--- config.mk ---
export PLATFORM = sky130hd
export DESIGN_NAME = sha256_block_sequencer
export DESIGN_NICKNAME = d
export VERILOG_FILES = /design/src/rtl/sha256_block_sequencer.sv
export SDC_FILE = /design/constraint.sdc
export NUM_CORES = 2
export LEC_CHECK = 0
export ABC_CLOCK_PERIOD_IN_PS = 78200
export BUFFER_PORTS_ARGS = -buffer_cell sky130_fd_sc_hd__buf_2
export CAP_MARGIN = 20
export CORE_AREA = 2 2 501 503
export CTS_BUF_LIST = sky130_fd_sc_hd__clkbuf_16
export DETAILED_ROUTE_END_ITERATION = 10
export DIE_AREA = 0 0 503 505
export PLACE_DENSITY = 0.72
export SLEW_MARGIN = 15
export SYNTH_ARGS = -nofsm -noshare
export SYNTH_HDL_FRONTEND = slang
export SYNTH_SLANG_ARGS = --single-unit
--- constraint.sdc ---
create_clock -name clk -period 78.2 [get_ports clk]
set_clock_uncertainty 0.05 [all_clocks]
set_input_delay 7.82 -clock clk [delete_from_list [all_inputs] [get_ports clk]]
set_output_delay 7.82 -clock clk [all_outputs]
set_load 0.005 [all_outputs]
--- src/rtl/sha256_block_sequencer.sv ---
// ============================================================================
// Module      : sha256_block_sequencer
// Description : Sequenced SHA-256 compression controller for pre-padded
//               messages of one or more 512-bit blocks. One compression
//               round per clock, with a rolling 16-word schedule window and
//               chaining state H0..H7 held across blocks.
// Revision    : 1.0 - initial release
// ============================================================================
`default_nettype none

module sha256_block_sequencer #(
    parameter int MAX_BLOCKS = 2,
    parameter int ROUNDS     = 64
) (
    input  logic                        clk,
    input  logic                        reset,
    input  logic                        start,
    input  logic [1:0]                  num_blocks,
    input  logic [0:512*MAX_BLOCKS-1]   padded_message,
    output logic                        ready,
    output logic                        busy,
    output logic                        done,
    output logic [0:255]                digest
);

    // ------------------------------------------------------------------
    // Constants
    // ------------------------------------------------------------------
    localparam logic [2:0] c_max_blocks = 3'(MAX_BLOCKS);
    localparam logic [5:0] c_last_round = 6'(ROUNDS - 1);

    localparam logic [31:0] c_iv [0:7] = '{
        32'h6a09e667, 32'hbb67ae85, 32'h3c6ef372, 32'ha54ff53a,
        32'h510e527f, 32'h9b05688c, 32'h1f83d9ab, 32'h5be0cd19
    };

    localparam logic [31:0] c_k [0:63] = '{
        32'h428a2f98, 32'h71374491, 32'hb5c0fbcf, 32'he9b5dba5,
        32'h3956c25b, 32'h59f111f1, 32'h923f82a4, 32'hab1c5ed5,
        32'hd807aa98, 32'h12835b01, 32'h243185be, 32'h550c7dc3,
        32'h72be5d74, 32'h80deb1fe, 32'h9bdc06a7, 32'hc19bf174,
        32'he49b69c1, 32'hefbe4786, 32'h0fc19dc6, 32'h240ca1cc,
        32'h2de92c6f, 32'h4a7484aa, 32'h5cb0a9dc, 32'h76f988da,
        32'h983e5152, 32'ha831c66d, 32'hb00327c8, 32'hbf597fc7,
        32'hc6e00bf3, 32'hd5a79147, 32'h06ca6351, 32'h14292967,
        32'h27b70a85, 32'h2e1b2138, 32'h4d2c6dfc, 32'h53380d13,
        32'h650a7354, 32'h766a0abb, 32'h81c2c92e, 32'h92722c85,
        32'ha2bfe8a1, 32'ha81a664b, 32'hc24b8b70, 32'hc76c51a3,
        32'hd192e819, 32'hd6990624, 32'hf40e3585, 32'h106aa070,
        32'h19a4c116, 32'h1e376c08, 32'h2748774c, 32'h34b0bcb5,
        32'h391c0cb3, 32'h4ed8aa4a, 32'h5b9cca4f, 32'h682e6ff3,
        32'h748f82ee, 32'h78a5636f, 32'h84c87814, 32'h8cc70208,
        32'h90befffa, 32'ha4506ceb, 32'hbef9a3f7, 32'hc67178f2
    };

    // ------------------------------------------------------------------
    // SHA-256 bit-mixing functions (fixed rotate amounts)
    // ------------------------------------------------------------------
    function automatic logic [31:0] f_big_sigma0(input logic [31:0] x);
        return {x[1:0], x[31:2]} ^ {x[12:0], x[31:13]} ^ {x[21:0], x[31:22]};
    endfunction

    function automatic logic [31:0] f_big_sigma1(input logic [31:0] x);
        return {x[5:0], x[31:6]} ^ {x[10:0], x[31:11]} ^ {x[24:0], x[31:25]};
    endfunction

    function automatic logic [31:0] f_small_sigma0(input logic [31:0] x);
        return {x[6:0], x[31:7]} ^ {x[17:0], x[31:18]} ^ {3'b000, x[31:3]};
    endfunction

    function automatic logic [31:0] f_small_sigma1(input logic [31:0] x);
        return {x[16:0], x[31:17]} ^ {x[18:0], x[31:19]} ^ {10'b0, x[31:10]};
    endfunction

    // ------------------------------------------------------------------
    // State
    // ------------------------------------------------------------------
    typedef enum logic [2:0] {
        S_IDLE   = 3'd0,
        S_LOAD   = 3'd1,
        S_ROUND  = 3'd2,
        S_UPDATE = 3'd3,
        S_DONE   = 3'd4
    } state_t;

    state_t                      r_state;
    logic [0:512*MAX_BLOCKS-1]   r_msg;
    logic [1:0]                  r_num_blocks;
    logic [1:0]                  r_blk_idx;
    logic [5:0]                  r_t;
    logic [31:0]                 r_h  [0:7];
    logic [31:0]                 r_wv [0:7];   // a..h
    logic [31:0]                 r_w  [0:15];  // rolling schedule window

    // ------------------------------------------------------------------
    // Combinational datapath
    // ------------------------------------------------------------------
    logic        w_nb_ok;
    logic        w_more_blocks;
    logic [2:0]  w_next_blk;
    logic [31:0] w_t1;
    logic [31:0] w_t2;
    logic [31:0] w_ch;
    logic [31:0] w_maj;
    logic [31:0] w_new_word;
    logic [31:0] w_blk_word [0:15];
    logic [31:0] w_h_sum    [0:7];

    // Request validity and multi-block bookkeeping
    always_comb begin
        w_nb_ok       = (num_blocks != 2'd0) && ({1'b0, num_blocks} <= c_max_blocks);
        w_next_blk    = {1'b0, r_blk_idx} + 3'd1;
        w_more_blocks = (w_next_blk < {1'b0, r_num_blocks});
    end

    // One compression round and the next schedule word
    always_comb begin
        w_ch       = (r_wv[4] & r_wv[5]) ^ (~r_wv[4] & r_wv[6]);
        w_maj      = (r_wv[0] & r_wv[1]) ^ (r_wv[0] & r_wv[2]) ^ (r_wv[1] & r_wv[2]);
        w_t1       = r_wv[7] + f_big_sigma1(r_wv[4]) + w_ch + c_k[r_t] + r_w[0];
        w_t2       = f_big_sigma0(r_wv[0]) + w_maj;
        w_new_word = f_small_sigma1(r_w[14]) + r_w[9] + f_small_sigma0(r_w[1]) + r_w[0];
    end

    // Words of the block currently being compressed
    always_comb begin
        for (int j = 0; j < 16; j++) begin
            w_blk_word[j] = r_msg[512*int'(r_blk_idx) + 32*j +: 32];
        end
    end

    // Chaining-state update after the last round of a block
    always_comb begin
        for (int i = 0; i < 8; i++) begin
            w_h_sum[i] = r_h[i] + r_wv[i];
        end
    end

    // ------------------------------------------------------------------
    // Controller FSM with registered handshake outputs and datapath state
    // ------------------------------------------------------------------
    always_ff @(posedge clk) begin
        if (reset) begin
            r_state      <= S_IDLE;
            ready        <= 1'b1;
            busy         <= 1'b0;
            done         <= 1'b0;
            digest       <= '0;
            r_t          <= '0;
            r_blk_idx    <= '0;
            r_num_blocks <= '0;
        end else begin
            case (r_state)
                S_IDLE: begin
                    done <= 1'b0;
                    if (start && w_nb_ok) begin
                        r_msg        <= padded_message;
                        r_num_blocks <= num_blocks;
                        r_blk_idx    <= '0;
                        for (int i = 0; i < 8; i++) begin
                            r_h[i] <= c_iv[i];
                        end
                        ready   <= 1'b0;
                        busy    <= 1'b1;
                        r_state <= S_LOAD;
                    end
                end

                S_LOAD: begin
                    for (int j = 0; j < 16; j++) begin
                        r_w[j] <= w_blk_word[j];
                    end
                    for (int i = 0; i < 8; i++) begin
                        r_wv[i] <= r_h[i];
                    end
                    r_t     <= '0;
                    r_state <= S_ROUND;
                end

                S_ROUND: begin
                    r_wv[7] <= r_wv[6];
                    r_wv[6] <= r_wv[5];
                    r_wv[5] <= r_wv[4];
                    r_wv[4] <= r_wv[3] + w_t1;
                    r_wv[3] <= r_wv[2];
                    r_wv[2] <= r_wv[1];
                    r_wv[1] <= r_wv[0];
                    r_wv[0] <= w_t1 + w_t2;
                    for (int j = 0; j < 15; j++) begin
                        r_w[j] <= r_w[j+1];
                    end
                    r_w[15] <= w_new_word;
                    r_t     <= r_t + 6'd1;
                    if (r_t == c_last_round) begin
                        r_state <= S_UPDATE;
                    end
                end

                S_UPDATE: begin
                    for (int i = 0; i < 8; i++) begin
                        r_h[i] <= w_h_sum[i];
                    end
                    if (w_more_blocks) begin
                        r_blk_idx <= w_next_blk[1:0];
                        r_state   <= S_LOAD;
                    end else begin
                        // Outputs are registered, so publishing here makes
                        // digest and done visible throughout the DONE cycle.
                        digest  <= {w_h_sum[0], w_h_sum[1], w_h_sum[2], w_h_sum[3],
                                    w_h_sum[4], w_h_sum[5], w_h_sum[6], w_h_sum[7]};
                        done    <= 1'b1;
                        busy    <= 1'b0;
                        r_state <= S_DONE;
                    end
                end

                S_DONE: begin
                    done    <= 1'b0;
                    ready   <= 1'b1;
                    r_state <= S_IDLE;
                end

                default: begin
                    r_state <= S_IDLE;
                    ready   <= 1'b1;
                    busy    <= 1'b0;
                    done    <= 1'b0;
                end
            endcase
        end
    end

endmodule

`default_nettype wire

# Word-level counts from Yosys, hierarchy flattened
# Memory sizes are Yosys's and may differ from the RTL's.
# Index checks and enable logic that the tools add are counted.
[totals] memories=4 word_cells=226 out_inout_bits=259 mem_bits_ro=2048 mem_bits_rw=1024 register_bits=1296 inputBits=1029
[mem_list] name="(name not given)" depth=64 word_bits=32 read_ports=1 rd_clocked_by_memory_dff=0 write_ports=0 line_no="120" source="w_t1 = r_wv[7] + f_big_sigma1(r_wv[4]) + w_ch + c_k[r_t] + r_w[0];"
[mem_list] name="r_w" depth=16 word_bits=32 read_ports=16 rd_clocked_by_memory_dff=0 write_ports=16 line_no="93" source="logic [31:0] r_w [0:15];"
[mem_list] name="r_h" depth=8 word_bits=32 read_ports=8 rd_clocked_by_memory_dff=0 write_ports=8 line_no="91" source="logic [31:0] r_h [0:7];"
[mem_list] name="r_wv" depth=8 word_bits=32 read_ports=8 rd_clocked_by_memory_dff=0 write_ports=8 line_no="92" source="logic [31:0] r_wv [0:7];"
[op_classes] n_lt_le_gt_ge=3 bitwise=71 muxes=62 n_shift=16 eq_ne=9 reduce_logical=17 n_addsub=35
[ops] cell="$shiftx A1024 B32 Y1025" n=16
[ops] cell="$mux W32" n=34
[ops] cell="$add A32 B32 Y32" n=18
[ops] cell="$not A12 Y32" n=15
[ops] cell="$xor A32 B32 Y32" n=9
[ops] cell="$and A32 B32 Y32" n=5
[ops] cell="$add A11 B9 Y12 const B" n=8
[ops] cell="$add A11 B8 Y12 const B" n=4
[ops] cell="$not A11 Y32" n=1
[ops] cell="$not A32 Y32" n=1
[ops] cell="$or A1 B1 Y1" n=32
[ops] cell="$xor A32 B22 Y32" n=1
[ops] cell="$xor A32 B29 Y32" n=1
[ops] cell="$add A11 B7 Y12 const B" n=2
[ops] cell="$mux W1" n=17
[ops] cell="$add A11 B6 Y12 const B" n=1
[ops] cell="$pmux W3 S4" n=1
[ops] cell="$pmux W6 S2" n=1
[ops] cell="$reduce_and A2 Y1" n=5
[ops] cell="$mux W3" n=3
[ops] cell="$reduce_and A3 Y1" n=3
[ops] cell="$ne A2 B2 Y1 const B" n=4
[ops] cell="$ge A7 B7 Y1 const B" n=1
[ops] cell="$not A6 Y7" n=1
[ops] cell="18 further kinds" n=29

# Depth between registers and ports, before layout
[depth] depth_word=8 depth_mapped=43

# Least setup slack after synthesis
# OpenSTA, ideal clock, no wires.
[synth_path] path_kind="input-to-reg" start="input reset" end="memory r_w[0][0], enable pin" t_arrival_ps=60241 path_stages=3 path_slack_ps=15065 n_path_buf=2 cell_sequence="clkbuf_1 > clkbuf_1 > nor3_1"
[synth_lines] item="from (decl)" line_no="16" source="input logic reset,"
[synth_lines] item="to (decl)" line_no="93"

# Final worst setup path
[layout_path] start="input num_blocks[0]" end="register r_msg[925] (netlist name), enable pin"
[layout_via] elab_chain_cells=4 elab_cells_between_ends=5
[layout_rtl] item="from (decl)" line_no="18" source="input logic [1:0] num_blocks,"
[layout_rtl] item="$le A2 B2 Y1 or $reduce_bool A2 Y1 (tied branches)" line_no="111" source="w_nb_ok = (num_blocks != 2'd0) && ({1'b0, num_blocks} <= c_max_blocks);"
[layout_rtl] item="$logic_and A1 B1 Y1 (*)" line_no="111"
[layout_rtl] item="$logic_and A1 B1 Y1 (*)" line_no="156" source="if (start && w_nb_ok) begin"
[layout_rtl] item="$reduce_and A3 Y1 (no line) (*)"
[layout_rtl] item="to (signal assigned)" line_no="157" source="r_msg <= padded_message;"
[layout_rtl] item="to (decl)" line_no="87" source="logic [0:512*MAX_BLOCKS-1] r_msg;"
# Mark *: on every way between the ends. The rest lies on a longest branch, timed or not.
# A chain may end at the register's enable or synchronous reset.

==> impl_metrics.csv <==
group,metric,value,unit
run_status,status,"finished clean",
logic_synthesis,synth_fa_ha_area_frac,0.0769,
clocking,cts_tree,"built",
drt,drt-total-wl,445000,um
final_layout,layout_commonest_cell,"edfxtp_1",
logic_synthesis,synth-simple-area-share,0.101,
die,die_h,505,um
die,rows,183,
sta,setup_ws,64630,ps
placement,gp_congestion,0.992,
drt,drt-initial-drc-count,11030,
critical_path,critical_path.slowest_cell,"buf_4",
placement,place_hpwl,343000,um
clocking,clkTransAtPathRegs,60,ps
critical_path,required,78720,ps
worst_hold_path,hold_class,"reg2reg",
logic_synthesis,synth_seq_cells,2320,
die,die_x,503,um
final_layout,most-common-layout-cells,"edfxtp_1 (2048), nand2_1 (1773), buf_2 (1286)",
drt,drtPass1Iterations,6,
drt,via_count,85599,
global_route,groute.usage.overall,0.341,
critical_path,critPathMaxFanout,128,
clocking,cts_resized,0,
sta,fin_crit_sh,0.174,
clocking,clockBufferDepth,3,
die,io_pins,1288,
final_layout,drive_above_1_share,0.168,
clocking,numCtsBuffers,236,
clocking,insertion_delay,950,ps
logic_synthesis,yosysSeqAreaShare,0.581,
logic_synthesis,synth-compound-area-share,0.119,
global_route,grt_max_degree,228,
critical_path,crit_chain,"buf_2 > xor2_1 > nand2_1 > nor3_1 > buf_4 > nand2_1 > buf_4 > inv_8 > buf_4 > buf_4 > buf_4 > buf_4 > buf_4",
clocking,htreeDepth,4,
logic_synthesis,async_flop_share,0,
sta,period_needed,13570,ps
drt,wl_per_cell,30.8,um
critical_path,cp_data_arrival_time,14100,ps
logic_synthesis,synth-main-ff-cell,"edfxtp_1",
critical_path,critPathMaxStageDelay,860,ps
sta,relSlewSlack,0.119,
logic_synthesis,synth.mux.area_fraction,0.0492,
job,drv_cap,0,
power,powerDensity,31.0,nW/um2
sta,drv_slew,0,
critical_path,worstSetupStartpointType,"primary input",
critical_path,crit_top_cell,"buf_4",
die,core_area,248000,um2
global_route,grt_antenna_before_repair,118,
global_route,grt_pass1_vias,81269,
power,p_leak,0.0490,uW
sta,setup_violations,0,
logic_synthesis,yosys_warnings,0,
drt,vias_per_cell,5.93,
die,dieArea,254000,um2
placement,io_buffer_count,1287,
logic_synthesis,synthesis.area,115000,um2
clocking,cts_root_buf,"clkbuf_16",
critical_path,cp-end-kind,"flip-flop",
die,initial_core_util,0.464,
sta,setup_tns,0,ps
placement,dp_slack,63560,ps
logic_synthesis,ys_types,93,
logic_synthesis,synth-xor-area-share,0.0455,
sta,max_freq,73.7,MHz
logic_synthesis,synthCells,9728,
clocking,postCtsSetupBuffers,0,
logic_synthesis,synth_top_family_by_area,"compound AO/OA/AOI/OAI gates",
sta,hold_viol_final,0,
power,ir_worst_vdd,0.0397,mV
drt,drc,0,
global_route,grt_pass1_wl,609000,um
clocking,postCtsHoldBufs,0,
drt,drtAntennaViolNets,0,
critical_path,crit_type,"in2reg",
sta,rsz0062_at_grt,"false",
clocking,cts_sinks,2320,
final_layout,areaGrowthSynthToFinish,15.2,%
logic_synthesis,syn_area_per_cell,11.8,um2
logic_synthesis,synth_nets,11344,
global_route,gr-total-overflow,0,
logic_synthesis,synth_edf_count,2048,
sta,worstMarginPinSlew,1320,ps
final_layout,final_nets,12428,
==> state kept, by name (all words and copies together) (netlist names) <==
name	cells
r_msg	1024
r_w	512
digest	256
r_h	256
r_wv	256
r_t	6
r_state	3
r_blk_idx	2
r_num_blocks	2
busy	1
done	1
ready	1
==> layout make-up <==
class / instances / area [um2]
Fill cell: 21535 / 115000
Sequential cell: 2320 / 67000
Multi-Input combinational cell: 6550 / 45100
Timing Repair Buffer: 1389 / 7310
Clock buffer: 245 / 6130
Tap cell: 3330 / 4170
Clock inverter: 196 / 1630
Inverter: 315 / 1190
Antenna cell: 81 / 203
==> kinds of logic after synthesis <==
kind of cell / count (synthesis)
fa+ha+maj: 591
compound gates: 2094
simple gates: 2710
buf+inv: 858
flops: 2320
mux: 560
xor+xnor: 595
==> metal layers <==
metal	up-vias	GRT usage	share of wire
li1	37528	-	-
met1	42364	0.440	0.38
met2	4775	0.532	0.46
met3	908	0.0640	0.092
met4	24	0.209	0.070
met5	-	0	0.00037
==> per-stage QoR <==
stage / util / instances / total power, uW / area [um2] / hold slack (ps)
6_report: 0.535 / 14426 / 4120 / 133000 / 396
5_1_grt: 0.534 / 14394 / 4310 / 133000 / 413
4_1_cts: 0.534 / 14344 / 4110 / 133000 / 397
3_5_place_dp: 0.503 / 13903 / 2980 / 125000 / 393
3_3_place_gp: 0.503 / 13903 / 2960 / 125000 / 388
2_1_floorplan: - / 9728 / 2550 / 115000 / 398
==> where the power goes <==
group / internal (uW) / switching, uW
Clock: 628 / 510
Sequential: 1420 / 45.2
Combinational: 568 / 945
Total: 2620 / 1500
==> cells in the mapped netlist, types with 74 or more instances <==
cell type / number / area share
nor3_1: 74 / 0.0032
nand2b_1: 134 / 0.0073
dfxtp_1: 272 / 0.047
fa_1: 196 / 0.034
clkbuf_1: 513 / 0.017
and2_1: 106 / 0.0058
inv_1: 314 / 0.010
a21o_1: 198 / 0.013
nor2_1: 316 / 0.010
mux2i_1: 535 / 0.046
o31ai_1: 507 / 0.033
xnor2_1: 410 / 0.031
o21ai_0: 326 / 0.014
nand3_1: 76 / 0.0033
nand2_1: 1774 / 0.058
edfxtp_1: 2048 / 0.53
a21oi_1: 563 / 0.024
a211oi_1: 80 / 0.0052
ha_1: 391 / 0.042
xor2_1: 182 / 0.014
==> worst max-delay path: cells and delay by family <==
family / cells / cell delay [ps]
buffers and inverters: 9 / 5250
xor gates and xnor gates: 1 / 160
and+or+nand+nor: 3 / 530
==> final timing paths <==
check                           depth (start not counted)          end  slack (ps)           from
worst min register to register                          2   r_w[3][85]         400    r_w[3][117]
worst min-delay path                                    2   r_w[3][85]         400    r_w[3][117]
worst max register to register                         37  r_wv[0][31]       66950         r_t[1]
worst max-delay path                                   13   r_msg[925]       64630  num_blocks[0]
No activity file was read; power rests on OpenSTA's default activity.
